## src/rtl/bcd_conv_sched_pkg.sv

```systemverilog
// rtl/bcd_conv_sched_pkg.sv - shared types and helpers for the shared BCD conversion engine
package bcd_pkg;

    localparam int BCD_DIGIT_W = 4;

    typedef logic [BCD_DIGIT_W-1:0] bcd_digit_t;

    typedef enum logic [1:0] {
        IDLE  = 2'd0,
        SHIFT = 2'd1,
        DONE  = 2'd2
    } conv_state_e;

    // Number of decimal digits needed to hold the largest unsigned value of the given width
    function automatic int bcd_digits_needed(input int width);
        longint unsigned max_val;
        longint unsigned pow;
        int              n;
        max_val = (64'd1 << width) - 64'd1;
        pow     = 64'd10;
        n       = 1;
        for (int i = 0; i < 20; i++) begin
            if (pow <= max_val) begin
                pow = pow * 64'd10;
                n   = n + 1;
            end
        end
        return n;
    endfunction

    // Double-dabble correction: a digit that would reach 10 or more after the shift gets +3 first
    function automatic bcd_digit_t add3_digit(input bcd_digit_t d);
        return (d >= 4'd5) ? bcd_digit_t'(d + 4'd3) : d;
    endfunction

endpackage

```

## src/rtl/bcd_conv_sched_if.sv

```systemverilog
// rtl/bcd_conv_sched_if.sv - requester and response bundle of the shared BCD engine
interface bcd_conv_sched_if
    import bcd_pkg::*;
#(
    parameter int NUM_REQ = 4,
    parameter int BIN_W   = 8,
    parameter int DIGITS  = 3
);
    localparam int ID_W = $clog2(NUM_REQ);

    logic [NUM_REQ-1:0]         req_valid;
    logic [NUM_REQ*BIN_W-1:0]   req_bin;
    logic [NUM_REQ-1:0]         req_ready;
    logic                       rsp_valid;
    logic                       rsp_ready;
    logic [BCD_DIGIT_W*DIGITS-1:0] rsp_bcd;
    logic [ID_W-1:0]            rsp_id;
    logic                       busy;

    modport master (
        output req_valid, req_bin, rsp_ready,
        input  req_ready, rsp_valid, rsp_bcd, rsp_id, busy
    );

    modport slave (
        input  req_valid, req_bin, rsp_ready,
        output req_ready, rsp_valid, rsp_bcd, rsp_id, busy
    );

endinterface

```

## src/rtl/bcd_conv_sched_arbiter.sv

```systemverilog
// rtl/bcd_conv_sched_arbiter.sv - round-robin one-hot grant starting at a rotating pointer
module bcd_rr_arbiter
    import bcd_pkg::*;
#(
    parameter int NUM_REQ = 4,
    localparam int ID_W   = $clog2(NUM_REQ)
) (
    input  logic [NUM_REQ-1:0] req_i,
    input  logic [ID_W-1:0]    ptr_i,
    input  logic               en_i,
    output logic [NUM_REQ-1:0] gnt_o,
    output logic [ID_W-1:0]    idx_o
);

    logic [ID_W:0]   cand;
    logic [ID_W-1:0] cand_idx;
    logic            found;

    // Scan requesters from the pointer upward with wraparound; first valid one wins
    always_comb begin
        gnt_o    = '0;
        idx_o    = '0;
        found    = 1'b0;
        cand     = '0;
        cand_idx = '0;
        for (int i = 0; i < NUM_REQ; i++) begin
            cand = {1'b0, ptr_i} + (ID_W+1)'(i);
            if (cand >= (ID_W+1)'(NUM_REQ)) begin
                cand = cand - (ID_W+1)'(NUM_REQ);
            end
            cand_idx = cand[ID_W-1:0];
            if (en_i && !found && req_i[cand_idx]) begin
                gnt_o[cand_idx] = 1'b1;
                idx_o           = cand_idx;
                found           = 1'b1;
            end
        end
    end

endmodule

```

## src/rtl/bcd_conv_sched.sv

```systemverilog
// rtl/bcd_conv_sched.sv - shared sequential double-dabble converter with round-robin request arbitration
module bcd_conv_sched
    import bcd_pkg::*;
#(
    parameter int NUM_REQ = 4,
    parameter int BIN_W   = 8,
    parameter int DIGITS  = 3
) (
    input  logic           clk,
    input  logic           rst,
    bcd_conv_sched_if.slave bus
);

    localparam int ID_W  = $clog2(NUM_REQ);
    localparam int CNT_W = $clog2(BIN_W + 1);
    localparam int BCD_W = BCD_DIGIT_W * DIGITS;
    localparam int CAT_W = BCD_W + BIN_W;

    localparam logic [1:0] ST_IDLE  = IDLE;
    localparam logic [1:0] ST_SHIFT = SHIFT;
    localparam logic [1:0] ST_DONE  = DONE;

    generate
        if (DIGITS < bcd_digits_needed(BIN_W) || NUM_REQ < 2 || NUM_REQ > 8 || BIN_W < 1 || BIN_W > 16) begin : g_param_check
            $error("bcd_conv_sched: illegal NUM_REQ/BIN_W/DIGITS combination");
        end
    endgenerate

    logic [1:0]       state_q, state_d;
    logic [ID_W-1:0]  ptr_q, ptr_d;
    logic [ID_W-1:0]  id_q, id_d;
    logic [CNT_W-1:0] cnt_q, cnt_d;
    logic [BIN_W-1:0] bin_q, bin_d;
    logic [BCD_W-1:0] bcd_q, bcd_d;
    logic [BCD_W-1:0] rsp_bcd_q, rsp_bcd_d;
    logic             rsp_valid_q, rsp_valid_d;

    logic [NUM_REQ-1:0] gnt;
    logic [ID_W-1:0]    gnt_idx;
    logic               arb_en;
    logic [BIN_W-1:0]   op_sel;
    logic [BCD_W-1:0]   bcd_adj;
    logic [CAT_W-1:0]   cat_sh;

    // Grants are only offered while idle and never while reset is held
    assign arb_en = (state_q == ST_IDLE) && !rst;

    bcd_rr_arbiter #(
        .NUM_REQ (NUM_REQ)
    ) u_arb (
        .req_i (bus.req_valid),
        .ptr_i (ptr_q),
        .en_i  (arb_en),
        .gnt_o (gnt),
        .idx_o (gnt_idx)
    );

    assign op_sel = bus.req_bin[gnt_idx*BIN_W +: BIN_W];

    // One double-dabble step: correct every digit in parallel, then shift the combined register left
    always_comb begin
        bcd_adj = '0;
        for (int i = 0; i < DIGITS; i++) begin
            bcd_adj[i*BCD_DIGIT_W +: BCD_DIGIT_W] = add3_digit(bcd_q[i*BCD_DIGIT_W +: BCD_DIGIT_W]);
        end
        cat_sh = {bcd_adj, bin_q} << 1;
    end

    // Conversion FSM: accept in IDLE, BIN_W steps in SHIFT, hold the result in DONE until taken
    always_comb begin
        state_d     = state_q;
        ptr_d       = ptr_q;
        id_d        = id_q;
        cnt_d       = cnt_q;
        bin_d       = bin_q;
        bcd_d       = bcd_q;
        rsp_bcd_d   = rsp_bcd_q;
        rsp_valid_d = rsp_valid_q;
        case (state_q)
            ST_IDLE: begin
                if (|gnt) begin
                    bin_d   = op_sel;
                    bcd_d   = '0;
                    id_d    = gnt_idx;
                    ptr_d   = (gnt_idx == ID_W'(NUM_REQ-1)) ? '0 : gnt_idx + ID_W'(1);
                    cnt_d   = CNT_W'(BIN_W);
                    state_d = ST_SHIFT;
                end
            end
            ST_SHIFT: begin
                bcd_d = cat_sh[CAT_W-1 -: BCD_W];
                bin_d = cat_sh[BIN_W-1:0];
                cnt_d = cnt_q - CNT_W'(1);
                if (cnt_q == CNT_W'(1)) begin
                    state_d     = ST_DONE;
                    rsp_valid_d = 1'b1;
                    rsp_bcd_d   = cat_sh[CAT_W-1 -: BCD_W];
                end
            end
            ST_DONE: begin
                if (bus.rsp_ready) begin
                    state_d     = ST_IDLE;
                    rsp_valid_d = 1'b0;
                end
            end
            default: begin
                state_d = ST_IDLE;
            end
        endcase
    end

    // State and datapath registers; reset discards any conversion in flight
    always_ff @(posedge clk or posedge rst) begin
        if (rst) begin
            state_q     <= ST_IDLE;
            ptr_q       <= '0;
            id_q        <= '0;
            cnt_q       <= '0;
            bin_q       <= '0;
            bcd_q       <= '0;
            rsp_bcd_q   <= '0;
            rsp_valid_q <= 1'b0;
        end else begin
            state_q     <= state_d;
            ptr_q       <= ptr_d;
            id_q        <= id_d;
            cnt_q       <= cnt_d;
            bin_q       <= bin_d;
            bcd_q       <= bcd_d;
            rsp_bcd_q   <= rsp_bcd_d;
            rsp_valid_q <= rsp_valid_d;
        end
    end

    assign bus.req_ready = gnt;
    assign bus.rsp_valid = rsp_valid_q;
    assign bus.rsp_bcd   = rsp_bcd_q;
    assign bus.rsp_id    = id_q;
    assign bus.busy      = (state_q == ST_SHIFT) || (state_q == ST_DONE);

endmodule

```

## src/flat_wrapper.sv

```systemverilog
// flat-port wrapper written by rule: the top's interface ports become plain ports
module bcd_conv_sched_flat import bcd_pkg::*;
#(
    parameter int NUM_REQ = 4,
    parameter int BIN_W   = 8,
    parameter int DIGITS  = 3
)
  (clk, rst, bus_req_valid, bus_req_bin, bus_rsp_ready, bus_req_ready, bus_rsp_valid, bus_rsp_bcd, bus_rsp_id, bus_busy);
  bcd_conv_sched_if #(.NUM_REQ(NUM_REQ), .BIN_W(BIN_W), .DIGITS(DIGITS)) bus_i ();
  input  logic clk;
  input  logic rst;
  input wire logic [$bits(bus_i.req_valid)-1:0] bus_req_valid;
  input wire logic [$bits(bus_i.req_bin)-1:0] bus_req_bin;
  input wire logic [$bits(bus_i.rsp_ready)-1:0] bus_rsp_ready;
  output wire logic [$bits(bus_i.req_ready)-1:0] bus_req_ready;
  output wire logic [$bits(bus_i.rsp_valid)-1:0] bus_rsp_valid;
  output wire logic [$bits(bus_i.rsp_bcd)-1:0] bus_rsp_bcd;
  output wire logic [$bits(bus_i.rsp_id)-1:0] bus_rsp_id;
  output wire logic [$bits(bus_i.busy)-1:0] bus_busy;
  assign bus_i.req_valid = bus_req_valid;
  assign bus_i.req_bin = bus_req_bin;
  assign bus_i.rsp_ready = bus_rsp_ready;
  assign bus_req_ready = bus_i.req_ready;
  assign bus_rsp_valid = bus_i.rsp_valid;
  assign bus_rsp_bcd = bus_i.rsp_bcd;
  assign bus_rsp_id = bus_i.rsp_id;
  assign bus_busy = bus_i.busy;
  bcd_conv_sched #(.NUM_REQ(NUM_REQ), .BIN_W(BIN_W), .DIGITS(DIGITS)) u_core (.clk(clk), .rst(rst), .bus(bus_i));
endmodule
```

## config.mk

```make
export PLATFORM = sky130hd
export DESIGN_NAME = bcd_conv_sched_flat
export DESIGN_NICKNAME = d
export VERILOG_FILES = /design/src/rtl/bcd_conv_sched_pkg.sv /design/src/rtl/bcd_conv_sched_if.sv /design/src/rtl/bcd_conv_sched_arbiter.sv /design/src/rtl/bcd_conv_sched.sv /design/src/flat_wrapper.sv
export SDC_FILE = /design/constraint.sdc
export NUM_CORES = 1
export LEC_CHECK = 0
export ABC_AREA = 1
export CAP_MARGIN = 25
export CORE_UTILIZATION = 58
export CTS_BUF_LIST = sky130_fd_sc_hd__clkbuf_16
export DETAILED_ROUTE_END_ITERATION = 6
export HOLD_SLACK_MARGIN = 0.03
export PLACE_DENSITY = 0.95
export SYNTH_ARGS = -nofsm -noshare
export SYNTH_HDL_FRONTEND = slang
export SYNTH_SLANG_ARGS = --single-unit
```

## constraint.sdc

```tcl
create_clock -name clk -period 5.1 [get_ports clk]
set_input_delay 1.275 -clock clk [delete_from_list [all_inputs] [get_ports clk]]
set_output_delay 1.275 -clock clk [all_outputs]
set_load 0.02 [all_outputs]
```

### Word-level counts from Yosys, hierarchy flattened

Cells that the tools add are included.

* flip-flop bits (word level): 43
* input bits: 39

* add/subtract/negate cells: 12
* magnitude comparators: 15
* equal/unequal tests: 7
* shifts and indexed selects: 1
* mux-type cells: 48
* bitwise operators: 3
* reduce and logical (&&, ||, !) cells: 26

Operators with widths (count)
* indexed part select 32 x 6 -> 8 bit: 1
* 2-to-1 mux 4 bit: 7
* 2-to-1 mux 2 bit: 12
* case mux 12 bit (2 select lines): 1
* case mux 8 bit (2 select lines): 1
* 2-to-1 mux 1 bit: 13
* greater-or-equal comparator 4 x 3 -> 1 bit (second input constant): 3
* logical AND 1 bit: 12
* less-than comparator 2 x 3 -> 1 bit (second input constant): 4
* 2-to-1 mux 12 bit: 1
* OR 4 bit: 3
* greater-or-equal comparator 3 bit (second input constant): 3
* adder 4 x 2 -> 4 bit (second input constant): 2
* binary-select mux 1 bit (select 2 bit): 4
* demux 1 bit (select 2 bit): 4
* greater-or-equal comparator 2 x 1 -> 1 bit (second input constant): 4
* 2-to-1 mux 8 bit: 1
* case mux 4 bit (2 select lines): 1
* subtractor 2 x 1 -> 2 bit (second input constant): 4
* adder 2 x 2 -> 3 bit (second input constant): 2
* case mux 2 bit (3 select lines): 1
* AND reduction 2 bit: 3
* AND reduction 3 bit: 2
* equality test 2 bit (second input constant): 2
* 16 further kinds: 21

### Depth between registers and ports, before layout

Gate-level depths: netlist of the first run.

* depth after elaboration: 21
* mapped depth: 17

### Cells and area by module

From an unflattened synthesis of the first run, not the netlist that was laid out.

* cell total of the unflattened synthesis: 420
* area, all modules: 2975.4 µm²

Modules (own cells, without submodules)
* bcd_conv_sched: instances 1, cells an instance 338, area an instance 2469.9 µm²
* bcd_rr_arbiter: instances 1, cells an instance 82, area an instance 505.5 µm²

### Worst setup path before layout of the first run

No wires, ideal clock.

* path kind: input-to-output
* from: input rst
* to: output bus_req_ready[3]
* arrival time: 2.111 ns
* data required time: 3.825 ns
* path slack: 1.714 ns
* stages: 7
* cells stage by stage: nor2_1 > inv_1 > nor2_2 > nand2_1 > nand2_1 > clkinv_1 > nand3_2

* word-level cells in the longest chain between the ends: 16

RTL lines
* start, declared: RTL line flat_wrapper.sv:11 `input logic rst;`
* zero test 1 bit *: RTL line bcd_conv_sched.sv:46 `assign arb_en = (state_q == ST_IDLE) && !rst;`
* logical AND 1 bit *: RTL line bcd_conv_sched.sv:46
* logical AND 1 bit: RTL line bcd_conv_sched_arbiter.sv:32 `if (en_i && !found && req_i[cand_idx]) begin`
* 2-to-1 mux 1 bit: RTL line bcd_conv_sched_arbiter.sv:32
* zero test 1 bit: RTL line bcd_conv_sched_arbiter.sv:32
* logical AND 1 bit (2 in a row): RTL line bcd_conv_sched_arbiter.sv:32
* 2-to-1 mux 1 bit: RTL line bcd_conv_sched_arbiter.sv:32
* zero test 1 bit: RTL line bcd_conv_sched_arbiter.sv:32
* logical AND 1 bit (2 in a row): RTL line bcd_conv_sched_arbiter.sv:32
* 2-to-1 mux 1 bit: RTL line bcd_conv_sched_arbiter.sv:32
* zero test 1 bit: RTL line bcd_conv_sched_arbiter.sv:32
* logical AND 1 bit (2 in a row): RTL line bcd_conv_sched_arbiter.sv:32
* 2-to-1 mux 4 bit *: RTL line bcd_conv_sched_arbiter.sv:32
* end, declared: RTL line flat_wrapper.sv:15 `output wire logic [$bits(bus_i.req_ready)-1:0] bus_req_ready;`

Every way passes the cells marked *; elsewhere a longest branch is shown, timed or not.

### Final worst setup path of the first run

Ends and elaborated chain as after synthesis.

==> results.cfg, run 1 <==
[drt]
avgRoutedWirePerCell_um = 13.2
drt-pass1-iter-count = 4
remaining_drc_errors = 0
detail-route-antenna-nets = 0
drt-total-wl_mm = 7.32
vias = 3003
drtIter0Drc = 155
via_per_inst = 5.43

[finish]
num_antenna_cells = 0
final_area_um2 = 3970
utilization = 0.754
fillers = 389
syn_to_final_growth_pct = 21.5
final_layout_size_suffix_gt1_frac = 0.147
nets = 541
fin_cells = 553

[setup_path]
critPathTopFamily = buffers and inverters
path_cells = clkdlybuf4s50_1, nor2_1, inv_1, nor2_2, nand2_1, nand2_1, clkinv_1, nand3_2, clkdlybuf4s50_1
crit_start = rst
cpPeakStageDelay_ps = 620
crit_arrival_ps = 3260
end_kind = output pin
cp_num_buf_inv = 4
critPathKind = input pin to output pin
startpoint_type = input pin
worstPathRequired_ps = 3830
slowest_stage = clkdlybuf4s50_1
cp_max_fo = 6
r2r_start = u_core.state_q[1]$_DFFE_PP0P_

[power]
p_leak_nw = 2.03
power_density_nw_per_um2 = 506
ir_drop_mv = 0.298
total_power_mw = 2.01

[placement]
placed_cell_area_um2 = 3830
portBuffers = 58
dpl.hpwl_mm = 5.22
pre_cts_ws_ps = 578
place_inst = 545
gp_congestion = 0.857

[synth]
yosys_warnings = 0
syn_area_um2 = 3270
synth_top_area_share = 0.329
ys_ff_latch = 43
synthMuxAreaShare = 0
syn_nets = 489
synth_top_family_by_area = simple AND/OR/NAND/NOR gates
syn_area_per_cell_um2 = 7.61
synth.distinct_cells = 32
synth_compound_area_frac = 0.0849
yosysTopAreaCell = dfrtp_1
synth_area_leaders = dfrtp_1 (33%), nand2_1 (13%), nand3_1 (8.7%), ha_1 (7.6%), inv_1 (6.9%)
netlist_instances = 430
synth_fa_ha_area_frac = 0.0765
synth-simple-area-share = 0.383
ys_seq_area_frac = 0.329
synth-xor-area-share = 0.0161

[sta]
fin_skew_ps = 3.56
worst_pin_slew_ps = 829
slew_viol_final = 0
hold_ws_ps = 476
rsz0062_at_grt = false
setup_violations = 0
slew_headroom = 0.447
period_share = 0.890
setup_slack_ps = 562
fin_crit_ps = 4540
fmax_mhz = 220
tns_ps = 0
hold_violations = 0

[cts]
numCtsBuffers = 5
clock_sinks = 43
cts_setup_buffers = 0
cts_tree = built
clockRootBuffer = clkbuf_16
cts_resized = 0
clock_path_buffers = 2
postCtsHoldBufs = 0
htreeDepth = 2
clkSlewWorstSetupHoldPaths_ps = 60
clock_latency_ps = 280

[die]
fp.dieH_um = 77.1
die_area_um2 = 5950
start_util = 0.621
core_area_um2 = 5270
pin_count = 59
rows = 26
die_x_um = 77.1

[worst_hold_path]
hold_class = register to register
min_from = u_core.bus.rsp_bcd[0]$_DFFE_PP0P_

[global_routing]
grt_max_degree = 44
overflow = 0
grt_pass1_vias = 2789
antenna_found_initial = 0
gr-usage-all-layers = 0.259
grt_pass1_wl_mm = 12.4

[job]
drv_cap = 0

[run_status]
status = finished, final reports clean
## kinds of logic (layout without fill, tap and decap cells)
group	count (synthesis)	after routing
adders and majority gates	20	20
buffers and inverters	79	132
xor gates and xnor gates	6	6
AOI/OAI and AO/OA	42	42
DFF	43	43
and+or+nand+nor	240	240
## area by class of cell
cell class / count / area, µm² / share of cell area
Clock buffer: 5 / 125 / 0.0315
Timing Repair Buffer: 60 / 596 / 0.150
Multi-Input combinational cell: 308 / 1830 / 0.461
Clock inverter: 3 / 16.3 / 0.00409
Inverter: 64 / 240 / 0.0605
Tap cell: 70 / 87.6 / 0.0220
Sequential cell: 43 / 1080 / 0.271
## worst reg2reg max path, cell delays in order (launching register included)
cell and delay [ps]:
dfrtp_1 390, inv_1 100, ha_1 710, inv_1 550, nor2_1 640, inv_1 400, nand2_1 150, o21ai_0 110
## worst paths after layout
check	to	slack (ps)	cells past startpoint
max	bus_req_ready[3]	560	9
min	u_core.bus.rsp_bcd[0]$_DFFE_PP0P_	480	2
max reg2reg	u_core.bus.rsp_bcd[9]$_DFFE_PP0P_	1910	7
min reg2reg	u_core.bus.rsp_bcd[0]$_DFFE_PP0P_	480	2
max in group asynchronous	u_core.bin_q[5]$_DFFE_PP0P_	3250	3
min in group asynchronous	u_core.state_q[0]$_DFFE_PP0P_	1470	3
## flip-flops by register name, summed over array words and instances, names as in the netlist
name,flops
u_core.state_q,2
u_core.bus.rsp_id,2
u_core.bcd_q,12
u_core.cnt_q,4
u_core.bin_q,8
u_core.ptr_q,2
u_core.bus.rsp_bcd,12
u_core.bus.rsp_valid,1
## cell usage after synthesis, drive strengths merged
master and number:
buf 10, dfrtp 43, nand4 6, nor2 18, nand2 123, inv 63, clkinv 1, o21ai 28
o21bai 1, nand3b 8, o21a 1, ha 20, xor2 6, a22oi 1, nand3 76, clkbuf 5
or2 9, a211o 1, a21oi 10
## layout by cell type (no fill, tap or decap), types with 6 or more instances in the layout
| master | count |
|---|---|
| nand2_1 | 112 |
| inv_1 | 61 |
| clkdlybuf4s50_1 | 58 |
| nand3_1 | 57 |
| dfrtp_1 | 43 |
| ha_1 | 20 |
| nand3_2 | 17 |
| nor2_1 | 14 |
| o21ai_2 | 14 |
| o21ai_0 | 13 |
| a21oi_1 | 10 |
| or2_2 | 9 |
| nand2_2 | 8 |
| nand3b_1 | 7 |
| nand4_1 | 6 |
| xor2_1 | 6 |
## layer usage
metal	GRT usage	vias to the layer above	wire length, µm
met5	0	-	0
met4	0.0887	0	146
met3	0.0333	20	316
met2	0.454	112	3680
met1	0.327	1402	3170
li1	-	1469	-
## power breakdown
part	switching (mW)	internal, mW	leakage (nW)
combinational	0.811	0.399	1.39
sequential	0.0649	0.429	0.572
clock	0.127	0.179	0.0710
total	1.00	1.01	2.03
No activity file was read; power rests on OpenSTA's default activity.
==> inputs of run 2 (changes only) <==
--- a/config.mk
+++ b/config.mk
@@ -5,9 +5,8 @@
 export SDC_FILE = /design/constraint.sdc
 export NUM_CORES = 1
 export LEC_CHECK = 0
-export ABC_AREA = 1
 export CAP_MARGIN = 25
-export CORE_UTILIZATION = 58
+export CORE_UTILIZATION = 57
 export CTS_BUF_LIST = sky130_fd_sc_hd__clkbuf_16
 export DETAILED_ROUTE_END_ITERATION = 6
 export HOLD_SLACK_MARGIN = 0.03
==> results.cfg, run 2 <==
[worst_hold_path]
hold_class = register to register
whs_path_depth = 2

[synth]
synth-xor-area-share = 0.0112
synthArstFlopShare = 1.00
syn_area_per_cell_um2 = 9.11
syn_area_um2 = 3140
synth_top_area_share = 0.342
synthMuxAreaShare = 0.113
synth_commonest_cells = nand2_1 (51), dfrtp_1 (43), o21ai_0 (28), inv_1 (27), ha_1 (20)
yosysTopAreaCell = dfrtp_1
synth_ff_type = dfrtp_1
yosysMostFrequentCell = nand2_1
syn_nets = 404
synth_compound_area_frac = 0.191
yosys_warnings = 0
synth_edf_count = 0
synth_top_family_by_area = compound AO/OA/AOI/OAI gates
ys_seq_area_frac = 0.342
synth-simple-area-share = 0.188
ys_ff_latch = 43
netlist_instances = 345
synth_area_leaders = dfrtp_1 (34%), ha_1 (8.0%), nand2_1 (6.1%), mux2i_1 (5.4%), o21ai_0 (4.5%)
synth.distinct_cells = 54
synth_fa_ha_area_frac = 0.0796

[cts]
cts_tree = built
clock_latency_ps = 290
clockRootBuffer = clkbuf_16
postCtsHoldBufs = 0
numCtsBuffers = 5
clock_path_buffers = 2
htreeDepth = 2
clkSlewWorstSetupHoldPaths_ps = 60
clock_sinks = 43

[power]
internal-power_mw = 1.20
total_power_mw = 2.12
pwr-share-clk = 0.171
power_density_nw_per_um2 = 547
p_leak_nw = 1.71
seq_power_share = 0.268
p_switching_mw = 0.923
ir_drop_mv = 0.385
switching_share = 0.435
combPwrFrac = 0.561

[placement]
placed_cell_area_um2 = 3700
place_inst = 457
portBuffers = 58
pre_cts_ws_ps = 81.6
gp_congestion = 0.897
dpl.hpwl_mm = 5.36

[drt]
vias = 2797
remaining_drc_errors = 0
avgRoutedWirePerCell_um = 16.2
drt-total-wl_mm = 7.52
drt-pass1-iter-count = 7
via_per_inst = 6.02
detail-route-antenna-nets = 0
drtIter0Drc = 204

[global_routing]
grt_pass1_wl_mm = 12.7
overflow = 0
grt_max_degree = 24
gr-usage-all-layers = 0.272
antenna_found_initial = 0
grt_pass1_vias = 2768

[finish]
num_antenna_cells = 0
layout_commonest_cell = clkdlybuf4s50_1
final_area_um2 = 3870
nets = 453
layout_common_cells = clkdlybuf4s50_1 (58), nand2_1 (51), dfrtp_1 (43)
syn_to_final_growth_pct = 23.3
regArea_um2 = 1080
utilization = 0.744
fillers = 348
final_layout_size_suffix_gt1_frac = 0.0734
multi_input_area_um2 = 1840
fin_cells = 465

[setup_path]
slowest_stage = mux4_2
path_cells = clkdlybuf4s50_1, mux4_2, nand3b_1, a2bb2o_2, and2_1, inv_1, clkdlybuf4s50_1
cp_max_fo = 11
end_kind = output pin
critical_path_depth = 7
critPathTopFamily = buffers and inverters
cpPeakStageDelay_ps = 630
cp_num_buf_inv = 3
crit_top_cell = clkdlybuf4s50_1
worstPathRequired_ps = 3830
startpoint_type = input pin
crit_arrival_ps = 3720
critPathKind = input pin to output pin
rr_worst_depth = 9

[job]
drv_cap = 0

[sta]
hold_violations = 0
setup_violations = 0
tns_ps = 0
worst_pin_slew_ps = 913
setup_slack_ps = 102
period_share = 0.980
fin_skew_ps = 7.27
slew_viol_final = 0
rsz0062_at_grt = false
fin_crit_ps = 5000
slew_headroom = 0.392
hold_ws_ps = 482
fmax_mhz = 200

[run_status]
status = finished, final reports clean

[die]
pin_count = 59
die_x_um = 76.2
core_area_um2 = 5200
fp.dieH_um = 76.2
rows = 26
die_area_um2 = 5810
start_util = 0.604
==> run 2: cell type report <==
class / count / share of cell area
tap: 70 / 0.0226
multi-input combinational: 256 / 0.474
inverter: 27 / 0.0262
clock inverter: 3 / 0.0113
timing repair buffer: 61 / 0.156
clock buffer: 5 / 0.0323
sequential: 43 / 0.278
==> run 2: power groups by stage <==
stage / Combinational (mW) / Sequential, mW / Clock (mW)
after floorplan: 0.909 / 0.571 / 0
after global placement: 1.11 / 0.563 / 0
after CTS: 1.18 / 0.568 / 0.366
after global routing: 1.30 / 0.588 / 0.378
after detailed placement: 1.16 / 0.571 / 0
final: 1.19 / 0.569 / 0.362
==> run 2: kinds of logic (layout without fill, tap and decap cells) <==
group | Yosys count | count (layout)
AND/OR/NAND/NOR | 114 | 114
AO/OA/AOI/OAI | 89 | 89
buffers and inverters | 46 | 96
flip-flops | 43 | 43
multiplexers | 29 | 29
adder cells (fa/ha/maj) | 20 | 20
XOR/XNOR | 4 | 4
==> run 2: what timing repair did <==
item,in CTS,in global routing
setup endpoints to repair,0,1
gates resized for setup,0,1
buffers inserted,0,0
==> run 2: layer usage <==
layer,GRT usage,vias up,wire (µm)
met5,0,-,0
met4,0.0827,0,118
met3,0.0443,19,360
met2,0.500,104,4060
met1,0.324,1355,2980
li1,-,1319,-
==> run 2: path summary, 6_finish.rpt <==
path | startpoint | end | slack [ps]
worst max-delay path | bus_req_valid[3] | bus_req_ready[1] | 100
worst min-delay path | u_core.bus.rsp_bcd[9]$_DFFE_PP0P_ | u_core.bus.rsp_bcd[9]$_DFFE_PP0P_ | 480
worst max register to register | u_core.ptr_q[1]$_DFFE_PP0P_ | u_core.bin_q[6]$_DFFE_PP0P_ | 1520
worst min register to register | u_core.bus.rsp_bcd[9]$_DFFE_PP0P_ | u_core.bus.rsp_bcd[9]$_DFFE_PP0P_ | 480
max in group asynchronous | rst | u_core.cnt_q[3]$_DFFE_PP0P_ | 2720
min in group asynchronous | rst | u_core.ptr_q[1]$_DFFE_PP0P_ | 1580
==> run 2: worst min-delay path: stages, from the launching register on <==
cell and delay [ps]:
dfrtp_1 340, nand2_1 50, nand2_1 60
==> inputs of run 3 (changes only) <==
--- a/config.mk
+++ b/config.mk
@@ -11,6 +11,7 @@
 export DETAILED_ROUTE_END_ITERATION = 6
 export HOLD_SLACK_MARGIN = 0.03
 export PLACE_DENSITY = 0.95
+export SLEW_MARGIN = 40
 export SYNTH_ARGS = -nofsm -noshare
 export SYNTH_HDL_FRONTEND = slang
 export SYNTH_SLANG_ARGS = --single-unit
==> results.cfg, run 3 (synthesis results as in run 2) <==
[run_status]
status = finished, final reports clean

[drt]
remaining_drc_errors = 0
avgRoutedWirePerCell_um = 16.2
via_per_inst = 6.01
drt-total-wl_mm = 7.52
vias = 2795
detail-route-antenna-nets = 0
drtIter0Drc = 200
drt-pass1-iter-count = 6

[global_routing]
grtUsageMet2 = 0.500
overflow = 0
grt_pass1_wl_mm = 12.7
top_usage_layer = met2
grt_use_met1 = 0.324
gr-usage-all-layers = 0.272
antenna_found_initial = 0
grt_max_degree = 24
gr-usage-met3 = 0.0443
grt_pass1_vias = 2768

[die]
die_area_um2 = 5810
pin_count = 59
core_area_um2 = 5200
rows = 26
die_x_um = 76.2
start_util = 0.604
fp.dieH_um = 76.2

[cts]
cts_resized = 0
cts_tree = built
clockRootBuffer = clkbuf_16
postCtsHoldBufs = 0
clock_latency_ps = 290
clock_sinks = 43
cts_setup_buffers = 0
clock_path_buffers = 2
htreeDepth = 2
clkSlewWorstSetupHoldPaths_ps = 60
numCtsBuffers = 5

[sta]
worst_pin_slew_ps = 699
setup_slack_ps = 116
slew_headroom = 0.534
setup_violations = 0
period_share = 0.977
rsz0062_at_grt = false
fin_crit_ps = 4980
hold_violations = 0
tns_ps = 0
fin_skew_ps = 7.55
slew_viol_final = 0
hold_ws_ps = 480
fmax_mhz = 201

[setup_path]
startpoint_type = input pin
cp_max_fo = 11
end_kind = output pin
worstPathRequired_ps = 3830
crit_arrival_ps = 3710
crit_start = bus_req_valid[3]
r2r_start = u_core.ptr_q[1]$_DFFE_PP0P_
critPathKind = input pin to output pin

[finish]
layout_commonest_cell = clkdlybuf4s50_1
num_antenna_cells = 0
syn_to_final_growth_pct = 23.4
utilization = 0.745
multi_input_area_um2 = 1840
final_layout_size_suffix_gt1_frac = 0.0785
final_area_um2 = 3880
regArea_um2 = 1080
fin_cells = 465
fillers = 347
nets = 453
layout_common_cells = clkdlybuf4s50_1 (58), nand2_1 (51), dfrtp_1 (43)

[power]
total_power_mw = 2.12
seq_power_share = 0.269
combPwrFrac = 0.561
p_switching_mw = 0.922
ir_drop_mv = 0.384
p_leak_nw = 1.71
internal-power_mw = 1.20
power_density_nw_per_um2 = 547
pwr-share-clk = 0.171
switching_share = 0.435

[worst_hold_path]
hold_class = register to register
min_from = u_core.bus.rsp_bcd[11]$_DFFE_PP0P_

[placement]
portBuffers = 58
place_inst = 457
placed_cell_area_um2 = 3700
gp_congestion = 0.897
pre_cts_ws_ps = 81.6
dpl.hpwl_mm = 5.36

[job]
drv_cap = 0
## run 3: final cells by class
class                      count  area share
multi-input combinational    256       0.474
tap                           70      0.0226
sequential                    43       0.278
clock buffer                   5      0.0323
clock inverter                 3      0.0113
inverter                      27      0.0261
timing repair buffer          61       0.156
## run 3: layer usage
metal  up-vias  wire length [µm]
met5         -                 0
met4         0               126
met3        21               353
met2       102              4050
met1      1355              2990
li1       1317                 -
## run 3: final timing paths
check | to | cells past startpoint | slack (ps)
max | bus_req_ready[1] | 7 | 120
min | u_core.bus.rsp_bcd[11]$_DFFE_PP0P_ | 2 | 480
max reg2reg | u_core.bin_q[1]$_DFFE_PP0P_ | 9 | 1560
min reg2reg | u_core.bus.rsp_bcd[11]$_DFFE_PP0P_ | 2 | 480
max in group asynchronous | u_core.cnt_q[3]$_DFFE_PP0P_ | 3 | 3010
min in group asynchronous | u_core.ptr_q[1]$_DFFE_PP0P_ | 2 | 1430
## run 3: power groups by stage
| stage | clock network (mW) | logic (mW) | registers (mW) |
|---|---|---|---|
| 2_1_floorplan | 0 | 0.909 | 0.571 |
| 3_3_place_gp | 0 | 1.11 | 0.563 |
| 3_5_place_dp | 0 | 1.16 | 0.571 |
| 4_1_cts | 0.366 | 1.18 | 0.568 |
| 5_1_grt | 0.378 | 1.30 | 0.588 |
| 6_report | 0.362 | 1.19 | 0.570 |
## run 3: worst max-delay path: stages
cell             delay, ps
clkdlybuf4s50_1        580
mux4_2                 630
nand3b_1               200
a2bb2o_2               250
and2_1                 140
inv_1                   50
clkdlybuf4s50_1        590
